[src/rtl/des_bus_master.sv]
// -----------------------------------------------------------------------------
// des_bus_master
//   Initiator for the DES register bus. A host hands over one command at a
//   time on a valid/ready command channel. The module issues one single-cycle
//   DES request for it. For reads, it captures the responder's registered read
//   data RD_LATENCY cycles later. It then returns a response on a valid/ready
//   response channel and holds it until the host consumes it.
//
//   Optional feature (compile-time macro DES_WR_VERIFY_EN):
//     When defined, every write is followed by a read-back of the same
//     address, with one idle bus cycle in between. The response then carries
//     the read-back value, and rsp_err flags a mismatch against the written
//     data. When undefined, writes respond one cycle after the request and
//     rsp_err is tied to 0.
//
// Parameters
//   WIDTH       data width of Des_value / Des_rd_value / cmd_wdata / rsp_rdata
//   ADDR_W      DES address width
//   RD_LATENCY  cycles from the edge sampling Des_req_valid to the edge that
//               captures Des_rd_value (must be >= 1)
//
// Ports
//   clk           in   system clock, posedge
//   reset_n       in   asynchronous active-low reset
//   cmd_valid     in   command offered
//   cmd_ready     out  high only while idle; accept = cmd_valid & cmd_ready
//   cmd_wr_rd     in   1 = write, 0 = read
//   cmd_addr      in   register address
//   cmd_wdata     in   write data (ignored for reads)
//   Des_req_valid out  one-cycle DES transaction strobe
//   Des_wr_rd     out  DES direction, 1 = write (0 while strobe low)
//   Des_address   out  DES address (0 while strobe low)
//   Des_value     out  DES write data (0 for reads and while strobe low)
//   Des_rd_value  in   registered read data from the responder
//   rsp_valid     out  response available, held until rsp_ready
//   rsp_ready     in   response consumed on rsp_valid & rsp_ready
//   rsp_wr        out  response belongs to a write (1) or a read (0)
//   rsp_rdata     out  read data (0 for plain writes)
//   rsp_err       out  write-verify mismatch (0 without DES_WR_VERIFY_EN)
// -----------------------------------------------------------------------------
module des_bus_master #(
  parameter int WIDTH      = 8,
  parameter int ADDR_W     = 3,
  parameter int RD_LATENCY = 1
) (
  input  logic              clk,
  input  logic              reset_n,
  input  logic              cmd_valid,
  output logic              cmd_ready,
  input  logic              cmd_wr_rd,
  input  logic [ADDR_W-1:0] cmd_addr,
  input  logic [WIDTH-1:0]  cmd_wdata,
  output logic              Des_req_valid,
  output logic              Des_wr_rd,
  output logic [ADDR_W-1:0] Des_address,
  output logic [WIDTH-1:0]  Des_value,
  input  logic [WIDTH-1:0]  Des_rd_value,
  output logic              rsp_valid,
  input  logic              rsp_ready,
  output logic              rsp_wr,
  output logic [WIDTH-1:0]  rsp_rdata,
  output logic              rsp_err
);

  // The wait counter counts down from RD_LATENCY-1; keep it at least 1 bit wide.
  localparam int CNT_W = (RD_LATENCY > 1) ? $clog2(RD_LATENCY) : 1;

  typedef enum logic [2:0] {
    S_IDLE,
    S_REQ,
    S_WAIT,
    S_RESP
`ifdef DES_WR_VERIFY_EN
    , S_GAP,
    S_VREQ,
    S_VWAIT
`endif
  } state_t;

  state_t             r_state;
  logic [CNT_W-1:0]   r_cnt;
  logic               r_cmd_ready;
  logic               r_des_req_valid;
  logic               r_des_wr;
  logic [ADDR_W-1:0]  r_des_addr;
  logic [WIDTH-1:0]   r_des_value;
  logic               r_rsp_valid;
  logic               r_rsp_wr;
  logic [WIDTH-1:0]   r_rsp_rdata;
`ifdef DES_WR_VERIFY_EN
  logic               r_rsp_err;
  // The bus outputs are cleared after the write strobe, so the read-back
  // needs its own copy of the address and the data to compare against.
  logic [ADDR_W-1:0]  r_cmd_addr;
  logic [WIDTH-1:0]   r_cmd_wdata;
`endif

  always_ff @(posedge clk or negedge reset_n) begin
    if (!reset_n) begin
      r_state         <= S_IDLE;
      r_cnt           <= '0;
      r_cmd_ready     <= 1'b0;
      r_des_req_valid <= 1'b0;
      r_des_wr        <= 1'b0;
      r_des_addr      <= '0;
      r_des_value     <= '0;
      r_rsp_valid     <= 1'b0;
      r_rsp_wr        <= 1'b0;
      r_rsp_rdata     <= '0;
`ifdef DES_WR_VERIFY_EN
      r_rsp_err       <= 1'b0;
      r_cmd_addr      <= '0;
      r_cmd_wdata     <= '0;
`endif
    end else begin
      case (r_state)
        S_IDLE: begin
          // cmd_ready is registered, so it rises on the first edge after
          // reset. A command can only be taken once it is visibly high.
          if (r_cmd_ready && cmd_valid) begin
            r_cmd_ready     <= 1'b0;
            r_des_req_valid <= 1'b1;
            r_des_wr        <= cmd_wr_rd;
            r_des_addr      <= cmd_addr;
            r_des_value     <= cmd_wr_rd ? cmd_wdata : '0;
`ifdef DES_WR_VERIFY_EN
            r_cmd_addr      <= cmd_addr;
            r_cmd_wdata     <= cmd_wdata;
`endif
            r_state         <= S_REQ;
          end else begin
            r_cmd_ready <= 1'b1;
          end
        end

        S_REQ: begin
          // Strobe lasts exactly one cycle; bus fields return to zero with it.
          r_des_req_valid <= 1'b0;
          r_des_wr        <= 1'b0;
          r_des_addr      <= '0;
          r_des_value     <= '0;
          if (r_des_wr) begin
`ifdef DES_WR_VERIFY_EN
            r_state     <= S_GAP;
`else
            r_rsp_valid <= 1'b1;
            r_rsp_wr    <= 1'b1;
            r_rsp_rdata <= '0;
            r_state     <= S_RESP;
`endif
          end else begin
            r_cnt   <= CNT_W'(RD_LATENCY - 1);
            r_state <= S_WAIT;
          end
        end

        S_WAIT: begin
          if (r_cnt == '0) begin
            r_rsp_valid <= 1'b1;
            r_rsp_wr    <= 1'b0;
            r_rsp_rdata <= Des_rd_value;
            r_state     <= S_RESP;
          end else begin
            r_cnt <= r_cnt - CNT_W'(1);
          end
        end

`ifdef DES_WR_VERIFY_EN
        S_GAP: begin
          // One idle bus cycle separates the write strobe from the read-back.
          r_des_req_valid <= 1'b1;
          r_des_wr        <= 1'b0;
          r_des_addr      <= r_cmd_addr;
          r_des_value     <= '0;
          r_state         <= S_VREQ;
        end

        S_VREQ: begin
          r_des_req_valid <= 1'b0;
          r_des_addr      <= '0;
          r_cnt           <= CNT_W'(RD_LATENCY - 1);
          r_state         <= S_VWAIT;
        end

        S_VWAIT: begin
          if (r_cnt == '0) begin
            r_rsp_valid <= 1'b1;
            r_rsp_wr    <= 1'b1;
            r_rsp_rdata <= Des_rd_value;
            r_rsp_err   <= (Des_rd_value != r_cmd_wdata);
            r_state     <= S_RESP;
          end else begin
            r_cnt <= r_cnt - CNT_W'(1);
          end
        end
`endif

        S_RESP: begin
          // The response stays frozen until consumed. Going back to IDLE
          // re-opens the command channel on the same edge.
          if (rsp_ready) begin
            r_rsp_valid <= 1'b0;
            r_rsp_wr    <= 1'b0;
            r_rsp_rdata <= '0;
`ifdef DES_WR_VERIFY_EN
            r_rsp_err   <= 1'b0;
`endif
            r_cmd_ready <= 1'b1;
            r_state     <= S_IDLE;
          end
        end

        default: begin
          r_state <= S_IDLE;
        end
      endcase
    end
  end

  assign cmd_ready     = r_cmd_ready;
  assign Des_req_valid = r_des_req_valid;
  assign Des_wr_rd     = r_des_wr;
  assign Des_address   = r_des_addr;
  assign Des_value     = r_des_value;
  assign rsp_valid     = r_rsp_valid;
  assign rsp_wr        = r_rsp_wr;
  assign rsp_rdata     = r_rsp_rdata;
`ifdef DES_WR_VERIFY_EN
  assign rsp_err       = r_rsp_err;
`else
  assign rsp_err       = 1'b0;
`endif

endmodule

[config.mk]
export PLATFORM = sky130hd
export DESIGN_NAME = des_bus_master
export DESIGN_NICKNAME = d
export VERILOG_FILES = /design/src/rtl/des_bus_master.sv
export SDC_FILE = /design/constraint.sdc
export NUM_CORES = 1
export LEC_CHECK = 0
export ABC_AREA = 1
export ABC_CLOCK_PERIOD_IN_PS = 1600
export CORE_MARGIN = 8
export CORE_UTILIZATION = 44
export DETAILED_ROUTE_END_ITERATION = 10
export GPL_ROUTABILITY_DRIVEN = 0
export PLACE_DENSITY_LB_ADDON = 0.25
export SYNTH_ARGS = -nofsm -noshare
export SYNTH_HDL_FRONTEND = slang
export SYNTH_SLANG_ARGS = --single-unit
[constraint.sdc]
create_clock -name clk -period 1.6 [get_ports clk]
set_input_delay 0.16 -clock clk [delete_from_list [all_inputs] [get_ports clk]]
set_output_delay 0.16 -clock clk [all_outputs]
set_load 0.1 [all_outputs]
==> qor.yml <==
logic_synthesis:
  synth_top_cells_by_area: "dfrtp_1 (47%), nand2_1 (16%), nand2_2 (5.4%)"
  seq_area_frac_synth_pct: 47.1
  yosys_warnings: 0
  netlist.top_cell.by_area: "dfrtp_1"
  syn-cell-area_um2: 1380
  synth_top_area_share_pct: 47.1
  avgSynthCellArea_um2: 8.73
  syn-num-nets: 187
  synth_cell_types: 21
  synthCells: 158
  ys_ff_latch: 26
timing:
  fmax_ghz: 0.700
  hold_viol: 0
  skew_ns: 0.00379
  min_period_ns: 1.43
  period_share_pct: 89.3
  setup_viol: 0
  holdWs_ns: 0.194
  slew_violations: 0
  rsz0062_at_grt: "no"
  setup_tns_ns: 0
worst_setup_path:
  cp.arrival_ns: 1.65
  crit_type: "register to register"
  slowest_delay_ns: 0.45
  crit_fanout: 10
  cp_slowest_cell: "dfrtp_1"
  critPathLaunchType: "register"
  cp-end-kind: "register"
  cpMostUsedCell: "nand2_1"
  path_cells: "inv_1, ha_2, inv_2, nand2_8, nand3_4, nand2_1, nand2_1"
  worstPathRequired_ns: 1.82
layout:
  nNetsFinal: 235
  final_cells: 249
  drive_gt1_share_pct: 26.8
  nFillCells: 244
  areaGrowthSynthToFinish_pct: 56.0
  diodes: 0
  final_util_pct: 71.1
hold_path:
  hold_path.class: "input port to async pin"
detailed_routing:
  vias: 1131
  ant_nets: 0
  first_pass_iters: 4
  first_iter_violations: 65
  drt-wirelength-per-cell_um: 13.0
  drc: 0
  viasPerCell: 4.54
  wl_um: 3250
global_routing:
  grt_pass1_vias: 1121
  grt_max_degree: 27
  overflow: 0
  track_usage_pct: 13.0
  grt_pass1_wl_um: 5450
  antenna_found_initial: 0
clock_network:
  clockBufferDepth: 2
  htree_levels: 1
  clk_latency_ns: 0.31
  cts_setup_buffers: 0
  tritoncts: "yes"
  root_buffer: "clkbuf_4"
  cts.sinks: 26
  clkSlewWorstSetupHoldPaths_ns: 0.14
  cts_buffers: 3
placed_design:
  dp_cells: 245
  io_buffers: 47
  place_hpwl_um: 2650
floorplan:
  std_cell_rows: 20
  pin_count: 49
  die-area_um2: 5180
  dieHeight_um: 72.0
  core_um2: 3030
  start_util_pct: 45.6
  die_x_um: 72.0
outcome:
  status: "finished clean"
flow_run:
  maxCapViolCount: 0
[placed cells by master, fill, tap and decap left out, types with 3 or more instances in the layout]
master and count:
nand2_1 58, dfrtp_1 24, buf_12 24, clkdlybuf4s50_1 23
inv_1 16, nand3_1 13, nand2_2 12, nand4_1 8
ha_1 4, clkbuf_4 3
[metrics by stage]
stage	setup slack, ns	instance area, um^2
floorplan	0.256	1380
global placement	0.206	2100
detailed placement	0.0839	2100
CTS	0.0728	2150
global route	0.0426	2150
finish	0.170	2150
[repair_timing]
action,CTS,global route
resized for setup,0,1
hold buffers,0,0
endpoints found under the setup margin,0,9
[sequential cells by signal, summed over array words and instances, names as in the netlist]
| register | cells |
|---|---|
| Des_address | 3 |
| Des_req_valid | 1 |
| Des_value | 8 |
| Des_wr_rd | 1 |
| cmd_ready | 1 |
| r_state | 2 |
| rsp_rdata | 8 |
| rsp_valid | 1 |
| rsp_wr | 1 |
[critical path: cells and delay by family, from the launching register on]
family                   cells  cell delay (ns)
buffers and inverters        2             0.21
flip-flops                   1             0.45
AND/OR/NAND/NOR              4             0.42
adder cells (fa/ha/maj)      1             0.26
[worst paths after layout]
| path | startpoint | end | slack (ns) | cells past startpoint |
|---|---|---|---|---|
| max | r_state[1] | rsp_rdata[6] | 0.17 | 7 |
| min | reset_n | Des_address[1] | 0.19 | 2 |
| max reg2reg | r_state[1] | rsp_rdata[6] | 0.17 | 7 |
| min reg2reg | rsp_wr | rsp_wr | 0.56 | 2 |
| max in group asynchronous | reset_n | Des_wr_rd | 1.14 | 2 |
| min in group clk | cmd_wdata[0] | Des_value[0] | 0.39 | 3 |
[metal layers]
layer / wire length [um] / up-vias / GRT usage (%)
met5: 0 / - / 0
met1: 1430 / 513 / 15.6
li1: - / 581 / -
met4: 30 / 0 / 3.40
met2: 1580 / 33 / 21.9
met3: 211 / 4 / 3.86
[kinds of logic after synthesis]
kind of cell	count (synthesis)	share of synthesized area, %
simple gates	100	37.5
flops	26	47.1
buf+inv	24	9.79
fa+ha+maj	5	4.53
compound gates	2	0.725
other cells	1	0.272
[layout make-up]
class                      instances  area [um^2]  area share [%]
multi-input combinational        108          597            27.7
clock inverter                     1         30.0            1.39
sequential                        26          653            30.3
timing repair buffer              49          726            33.7
clock buffer                       3         22.5            1.05
inverter                          18         70.1            3.25
tap                               44         55.1            2.56
[synthesized netlist by cell type]
master   count
buf_12       1
buf_4        3
buf_6        2
conb_1       1
dfrtp_1     26
ha_1         5
inv_1       16
inv_2        1
inv_4        1
nand2_1     58
nand2_2     12
nand2_4      2
nand2_8      1
nand3_1     13
nand3_2      2
nand3_4      1
nand4_1      8
nor2_1       1
nor2_2       1
nor2_8       1
o21ai_0      2
Power is left out: the tool's default activity adds up to more than one toggle a clock period on the data nets, which glitch-free logic cannot reach.
